===== src/rtl/quote_tx_pkg.sv =====
// Shared message constants, FSM state encoding and quote record for the order tx path.
package quote_tx_pkg;

  localparam int unsigned QUOTE_W = 32;

  localparam logic [7:0] MSG_NEW      = 8'h01;
  localparam logic [7:0] MSG_CXL_REPL = 8'h02;
  localparam logic [7:0] SIDE_BID     = 8'h00;
  localparam logic [7:0] SIDE_ASK     = 8'h01;

  typedef enum logic [1:0] {ST_IDLE, ST_HDR, ST_PX, ST_QTY} tx_state_t;

  typedef struct packed {
    logic [QUOTE_W-1:0] buy;
    logic [QUOTE_W-1:0] ask;
  } quote_t;

endpackage


===== src/rtl/order_id_gen.sv =====
// Order-id counter: starts at 1, advances on i_inc, wraps from all-ones back to 1.
module order_id_gen #(
  parameter int unsigned ID_WIDTH = 16
) (
  input  logic                i_clk,
  input  logic                i_rst_n,
  input  logic                i_inc,
  output logic [ID_WIDTH-1:0] o_id
);

  logic [ID_WIDTH-1:0] id_q, id_d;

  // Id 0 is reserved, so the wrap skips it.
  always_comb begin
    id_d = id_q;
    if (i_inc) begin
      id_d = (id_q == '1) ? ID_WIDTH'(1) : id_q + ID_WIDTH'(1);
    end
  end

  always_ff @(posedge i_clk or negedge i_rst_n) begin
    if (!i_rst_n) begin
      id_q <= ID_WIDTH'(1);
    end else begin
      id_q <= id_d;
    end
  end

  assign o_id = id_q;

endmodule


===== src/rtl/quote_order_tx.sv =====
// Serialises bid/ask quotes into 3-word order messages (HDR, PX, QTY) on a valid/ready
// stream, sending only sides whose price moved; a single pending slot keeps the newest quote.
module quote_order_tx
  import quote_tx_pkg::*;
#(
  parameter int unsigned DATA_WIDTH = QUOTE_W,
  parameter int unsigned ID_WIDTH   = 16,
  parameter int unsigned ORDER_QTY  = 100
) (
  input  logic                  i_clk,
  input  logic                  i_rst_n,
  input  logic [DATA_WIDTH-1:0] i_buy_price,
  input  logic [DATA_WIDTH-1:0] i_ask_price,
  input  logic                  i_data_valid,
  input  logic                  i_ready,
  output logic [DATA_WIDTH-1:0] o_word,
  output logic                  o_word_valid,
  output logic                  o_last,
  output logic                  o_busy,
  output logic                  o_overwrite
);

  tx_state_t             state_q, state_d;
  quote_t                pend_q, pend_d, tgt_q, tgt_d, src;
  logic                  pend_valid_q, pend_valid_d;
  logic                  need_ask_q, need_ask_d;
  logic                  side_ask_q, side_ask_d;
  logic [DATA_WIDTH-1:0] live_bid_q, live_bid_d, live_ask_q, live_ask_d;
  logic                  overwrite_q, overwrite_d;
  logic                  need_bid_c, need_ask_c;
  logic [ID_WIDTH-1:0]   id;
  logic                  id_inc;
  logic [DATA_WIDTH-1:0] cur_price, cur_live;
  logic [7:0]            msg_type, msg_side;

  assign id_inc = (state_q == ST_HDR) && i_ready;

  order_id_gen #(
    .ID_WIDTH(ID_WIDTH)
  ) u_order_id_gen (
    .i_clk  (i_clk),
    .i_rst_n(i_rst_n),
    .i_inc  (id_inc),
    .o_id   (id)
  );

  always_comb begin
    state_d      = state_q;
    pend_d       = pend_q;
    pend_valid_d = pend_valid_q;
    tgt_d        = tgt_q;
    need_ask_d   = need_ask_q;
    side_ask_d   = side_ask_q;
    live_bid_d   = live_bid_q;
    live_ask_d   = live_ask_q;
    overwrite_d  = 1'b0;

    src.buy = i_data_valid ? i_buy_price : pend_q.buy;
    src.ask = i_data_valid ? i_ask_price : pend_q.ask;
    need_bid_c = (src.buy != '0) && (src.buy != live_bid_q);
    need_ask_c = (src.ask != '0) && (src.ask != live_ask_q);

    unique case (state_q)
      ST_IDLE: begin
        if (i_data_valid || pend_valid_q) begin
          pend_valid_d = 1'b0;
          overwrite_d  = i_data_valid && pend_valid_q;
          if (need_bid_c || need_ask_c) begin
            tgt_d      = src;
            need_ask_d = need_ask_c;
            side_ask_d = !need_bid_c;
            state_d    = ST_HDR;
          end
        end
      end
      ST_HDR: if (i_ready) state_d = ST_PX;
      ST_PX:  if (i_ready) state_d = ST_QTY;
      ST_QTY: begin
        if (i_ready) begin
          if (side_ask_q) live_ask_d = tgt_q.ask;
          else            live_bid_d = tgt_q.buy;
          if (!side_ask_q && need_ask_q) begin
            side_ask_d = 1'b1;
            state_d    = ST_HDR;
          end else begin
            state_d = ST_IDLE;
          end
        end
      end
      default: state_d = ST_IDLE;
    endcase

    // Quotes arriving mid-message (including on the final QTY) park in the pending slot.
    if ((state_q != ST_IDLE) && i_data_valid) begin
      pend_d.buy   = i_buy_price;
      pend_d.ask   = i_ask_price;
      pend_valid_d = 1'b1;
      overwrite_d  = pend_valid_q;
    end
  end

  always_ff @(posedge i_clk or negedge i_rst_n) begin
    if (!i_rst_n) begin
      state_q      <= ST_IDLE;
      pend_q       <= '0;
      pend_valid_q <= 1'b0;
      tgt_q        <= '0;
      need_ask_q   <= 1'b0;
      side_ask_q   <= 1'b0;
      live_bid_q   <= '0;
      live_ask_q   <= '0;
      overwrite_q  <= 1'b0;
    end else begin
      state_q      <= state_d;
      pend_q       <= pend_d;
      pend_valid_q <= pend_valid_d;
      tgt_q        <= tgt_d;
      need_ask_q   <= need_ask_d;
      side_ask_q   <= side_ask_d;
      live_bid_q   <= live_bid_d;
      live_ask_q   <= live_ask_d;
      overwrite_q  <= overwrite_d;
    end
  end

  // Words derive only from latched state, so they hold steady under backpressure.
  always_comb begin
    cur_price = side_ask_q ? tgt_q.ask : tgt_q.buy;
    cur_live  = side_ask_q ? live_ask_q : live_bid_q;
    msg_type  = (cur_live == '0) ? MSG_NEW : MSG_CXL_REPL;
    msg_side  = side_ask_q ? SIDE_ASK : SIDE_BID;
    o_word    = '0;
    unique case (state_q)
      ST_HDR:  o_word = DATA_WIDTH'({msg_type, msg_side, 16'(id)});
      ST_PX:   o_word = cur_price;
      ST_QTY:  o_word = DATA_WIDTH'(ORDER_QTY);
      default: o_word = '0;
    endcase
  end

  assign o_word_valid = (state_q != ST_IDLE);
  assign o_busy       = (state_q != ST_IDLE);
  assign o_last       = (state_q == ST_QTY);
  assign o_overwrite  = overwrite_q;

endmodule


===== config.mk =====
export PLATFORM = sky130hd
export DESIGN_NAME = quote_order_tx
export DESIGN_NICKNAME = d
export VERILOG_FILES = /design/src/rtl/quote_tx_pkg.sv /design/src/rtl/order_id_gen.sv /design/src/rtl/quote_order_tx.sv
export SDC_FILE = /design/constraint.sdc
export NUM_CORES = 1
export LEC_CHECK = 0
export BUFFER_PORTS_ARGS = -buffer_cell sky130_fd_sc_hd__buf_4
export CAP_MARGIN = 0
export CELL_PAD_IN_SITES_DETAIL_PLACEMENT = 1
export CELL_PAD_IN_SITES_GLOBAL_PLACEMENT = 1
export CORE_ASPECT_RATIO = 0.9
export CORE_UTILIZATION = 43
export DETAILED_ROUTE_END_ITERATION = 8
export PLACE_DENSITY_LB_ADDON = 0.15
export SYNTH_ARGS = -nofsm -noshare
export SYNTH_HDL_FRONTEND = slang
export SYNTH_SLANG_ARGS = --single-unit

===== constraint.sdc =====
create_clock -name i_clk -period 2.1 [get_ports i_clk]
set_clock_uncertainty 0.05 [all_clocks]
set_input_delay 0.42 -clock i_clk [delete_from_list [all_inputs] [get_ports i_clk]]
set_output_delay 0.42 -clock i_clk [all_outputs]
set_load 0.01 [all_outputs]

# == Word-level counts from Yosys, hierarchy flattened ==
# Cells that the tools add are included.
# totals
regBits,214
in_bits,68
out_inout_bits,36
wordCells,76
# classes
addsub,1
eq_ne,12
n_mux,26
n_bitwise,1
n_reduce_logical,24
# op_table
op,count
32-bit two-way mux,4
32-bit case mux with 3 select lines,1
32-bit != test,2
32-bit nonzero test,2
32-bit zero test,1
16-bit by 1-bit adder with 16-bit output (second input constant),1
16-bit == test (second input constant),1
16-bit two-way mux,1
1-bit two-way mux,12
2-bit two-way mux,6
2-bit != test (second input constant),5
5-bit AND reduction,2
3-bit AND reduction,3
2-bit case mux with 4 select lines,1
2-bit nonzero test,4
1-bit logical AND,6
2-bit == test (second input constant),2
2-bit by 1-bit == test with 1-bit output (second input constant),1
1-bit zero test,2
2-bit zero test,1
1-bit logical OR,2
2-bit by 1-bit != test with 1-bit output (second input constant),1
1-bit case mux with 2 select lines,1
2-bit AND reduction,1
1-bit NOT,1

# == Depth between registers and ports, before layout ==
# logic_depth
word_depth,7
depth_mapped,11
ltp_nobuf,9

# == Hierarchy ==
# From an unflattened synthesis, not the netlist that was laid out.
# unflattened
hier_cells,1002
hier_area_um2,10809.1
# modules_own_cells
module,instances,cells_each,area_each_um2,seq_area_each_um2
quote_order_tx,1,926,9962.1,4954.8
order_id_gen,1,76,847.1,401.6

# == Worst setup path before layout ==
# Ideal clock, no wire load.
# synth_path
path_type,input to register
startpoint,input port i_data_valid
endpoint,register tgt_q[33] in the netlist's numbering
setup_time_ns,0.079
t_arrival_ns,2.277
required_ns,1.971
path_slack_ns,-0.307
stages,11
path_buffers,4
path_cell_list,buf_6 > buf_2 > mux2i_1 > xnor2_1 > nor4_1 > nand4_1 > o21ai_2 > a211oi_1 > buf_6 > buf_6 > mux2i_1
# synth_between
elab_chain_len,5
word_cells_on_any_way,11
cone_classes,eq/ne: 2; mux: 2; reduce/logical: 7
# synth_lines
item,line_no,text
from (decl),quote_order_tx.sv:14,"input logic i_data_valid,"
"32-bit two-way mux, on equally long branches","quote_order_tx.sv:58, quote_order_tx.sv:59",
32-bit != test (tied with other cells),quote_order_tx.sv:60,need_bid_c = (src.buy != '0) && (src.buy != live_bid_q);
"1-bit logical AND, on equally long branches","quote_order_tx.sv:60, quote_order_tx.sv:61",
1-bit logical OR,quote_order_tx.sv:68,if (need_bid_c || need_ask_c) begin
3-bit AND reduction (no line),--,
to (signal assigned),quote_order_tx.sv:117,tgt_q <= tgt_d;
to (decl),quote_order_tx.sv:24,"quote_t pend_q, pend_d, tgt_q, tgt_d, src;"
# Several ways; a longest one is shown, not always the timed one.
# A chain may end at the register's enable or synchronous reset.

# == Final worst setup path ==
# layout_path
startpoint,register live_bid_q[11]
endpoint,output port o_word[25]
# layout_between
elab_chain_len,4
# layout_lines
item,line_no,text
from (decl),quote_order_tx.sv:28,"logic [DATA_WIDTH-1:0] live_bid_q, live_bid_d, live_ask_q, live_ask_d;"
from (signal assigned),quote_order_tx.sv:120,live_bid_q <= live_bid_d;
32-bit two-way mux,quote_order_tx.sv:129,cur_live = side_ask_q ? live_ask_q : live_bid_q;
32-bit zero test,quote_order_tx.sv:130,msg_type = (cur_live == '0) ? MSG_NEW : MSG_CXL_REPL;
2-bit two-way mux,quote_order_tx.sv:130,
32-bit case mux with 3 select lines,quote_order_tx.sv:133,unique case (state_q)
to (decl),quote_order_tx.sv:16,"output logic [DATA_WIDTH-1:0] o_word,"
# Every way passes these cells.

==> reports/metrics.cfg <==
[routing]
viasPerCell=5.91
route.detailed.drc=0
drtIter0Drc=824
wirelength_mm=44.0
wl_per_cell_um=26.7
final_antenna_net_count=0
drtPass1Iterations=5
vias=9735

[grt]
grt_util_all_layers_pct=32.2
grt_pass1_wl_mm=61.3
antenna_found_initial=0
grt_max_degree=65
grt-ovfl-total=0
grt_pass1_vias=10200

[logic_synthesis]
synthArstFlopShare_pct=100
synthDominantCellAreaShare_pct=49.9
synth.area.top_cells=dfrtp_1 (50%), mux2i_1 (13%), mux2_2 (6.9%), xnor2_1 (6.1%), o21ai_0 (4.3%)
netlist_instances=997
netlist_top_cells_count=dfrtp_1 (213), mux2i_1 (142), nand2_1 (94)
ys.flop_type=dfrtp_1
yosys.cell_types.count=41
synth-edff-count=0
yosysSeqAreaShare_pct=50.1
syn-num-nets=1070
ys_ff_latch=214
yosys.area.top_type=dfrtp_1
synth.most_common_cell=dfrtp_1
yosysWarnings=0
syn_area_per_cell_um2=10.7
syn_area_um2=10700

[floorplanning]
dieArea_um2=25500
rows=54
initial_core_util_pct=43.9
core_um2=24300
die_w_um=168
ios=104
die_h_um=152

[outcome]
violations=setup timing
status=complete, but fails checks

[clock_tree]
worstSkewPairLatency_ns=0.54
clk_pin_slew_worst_paths_ns=0.06
cts.sinks=214
cts_root_buf=clkbuf_16
htreeDepth=1
cts_tree=done
cts_buffers=25
clk_path_buf_depth=3

[placement]
gp_congestion=0.878
dp_hpwl_mm=25.0
port_buffers=103

[layout]
n_antenna_cell=0
final_core_util_pct=64.2
drive_above_1_share_pct=43.9
fill_cells=2511
syn_to_final_growth_pct=46.1
layout.nets=1393

[critical_path]
cp_max_fo=2
crit_slowest_cell=dfrtp_1
cp-start-kind=flop
worst-endpoint-required_ns=1.63
cp-end-kind=output port
cp_slowest_stage_delay_ns=0.41
critical_path_class=flop to output port
crit_chain=nor4_2 -> buf_4 -> nand4_1 -> nor3_2 -> buf_4 -> a21oi_2 -> a22oi_1 -> buf_4 -> nor2_4 -> buf_6
crit_top_cell=buf_4
cp_data_arrival_time_ns=2.52

[power_and_ir_drop]
power_density_nw_per_um2=1600
peakVddDrop_uv=749
total_power_mw=25.0
power.leakage_nw=7.04

[job]
cap_violations=0

[timing]
fmax_mhz=334
whs_ns=0.0951
setup_ws_ns=-0.893
finalCritPeriodShare_pct=143
final_hold_viol_count=0
grt_setup_unrepaired=yes
worst_pin_slew_ns=0.489
drv_slew=0
layout_min_cycle_time_ns=2.99
slew_headroom_pct=67.1
finalSetupViolCount=111

[hold_path]
min_path_type=input pin to flop

sequential cells by signal, summed over array words and instances (netlist names), 2 cells and up:
register             count
live_ask_q              32
live_bid_q              32
pend_q                  64
state_q                  2
tgt_q                   64
u_order_id_gen.o_id     16
path summary, 6_finish.rpt:
kind / from / endpoint / slack, ns / depth (start not counted)
min in group asynchronous: i_rst_n / pend_q[38]$_DFFE_PN0P_ / 0.30 / 2
max in group asynchronous: i_rst_n / pend_q[31]$_DFFE_PN0P_ / 0.99 / 3
max: live_bid_q[11]$_DFFE_PN0P_ / o_word[25] / -0.89 / 10
min: i_buy_price[13] / pend_q[45]$_DFFE_PN0P_ / 0.1 / 2
min reg2reg: pend_q[57]$_DFFE_PN0P_ / pend_q[57]$_DFFE_PN0P_ / 0.49 / 1
max reg2reg: pend_q[35]$_DFFE_PN0P_ / tgt_q[37]$_DFFE_PN0P_ / -0.56 / 9
repair_timing:
| item | CTS | global route |
|---|---|---|
| pin swaps | 28 | 30 |
| hold endpoints to repair | 33 | 0 |
| resized for setup | 98 | 104 |
| cloned | 12 | 4 |
| hold buffers | 1 | 0 |
| buffers inserted | 15 | 25 |
| endpoints found under the setup margin | 102 | 132 |
cells in the final DEF (no fill, tap or decap), types with 13 or more instances in the layout:
cell	Yosys	routed
buf_4	2	293
dfrtp_1	213	211
mux2i_1	142	100
nand2_1	94	79
o21ai_0	91	73
inv_1	70	68
xnor2_1	74	67
mux2_2	65	65
nor2_1	49	46
nor4_1	59	44
mux2i_2	0	32
clkbuf_16	0	28
buf_12	0	19
o21ai_2	1	17
buf_6	11	16
a22oi_2	0	14
nand4_1	13	13
layer usage:
| layer | routed length [µm] | track usage [%] | up-vias |
|---|---|---|---|
| li1 | - | - | 4128 |
| met1 | 18500 | 42.6 | 5058 |
| met2 | 20800 | 53.5 | 419 |
| met3 | 2690 | 5.69 | 130 |
| met4 | 1910 | 12.0 | 0 |
| met5 | 0 | 0 | - |
logic make-up after synthesis:
family	synth area share, %
muxes	20.2
and+or+nand+nor	11.1
adders and majority gates	0.586
DFF	50.1
buffers and inverters	5.09
xor gates and xnor gates	6.31
AOI/OAI and AO/OA	6.57
per-stage QoR:
| step | setup TNS, ns | instance area (µm²) | setup slack [ns] | cells |
|---|---|---|---|---|
| 3_3_place_gp | -61.25 | 13300 | -0.898 | 1551 |
| 6_report | -46.26 | 15600 | -0.893 | 1646 |
| 3_5_place_dp | -65.16 | 13300 | -0.995 | 1551 |
| 4_1_cts | -30.56 | 15100 | -0.841 | 1624 |
| 2_1_floorplan | -11.85 | 10900 | -0.203 | 997 |
| 5_1_grt | -49.63 | 15600 | -0.997 | 1646 |
power breakdown:
part           switching [mW]  internal [mW]
combinational            6.74           6.11
clock                    1.83           2.84
sequential               1.60           5.91
cell type report:
class	count	area, µm²	share of cell area, %
multi-input combinational	664	5570	35.7
inverter	70	267	1.71
sequential	214	5360	34.3
clock buffer	39	758	4.86
tap	308	385	2.47
timing repair buffer	345	3160	20.2
clock inverter	6	109	0.698
critical path, delay by kind of cell, from the launching register on:
kind / cells / cell delay [ns]
AND/OR/NAND/NOR: 4 / 0.72
buffers and inverters: 4 / 0.62
flip-flops: 1 / 0.41
AO/OA/AOI/OAI: 2 / 0.25
Note: power is estimated with default switching activity, not from simulation.
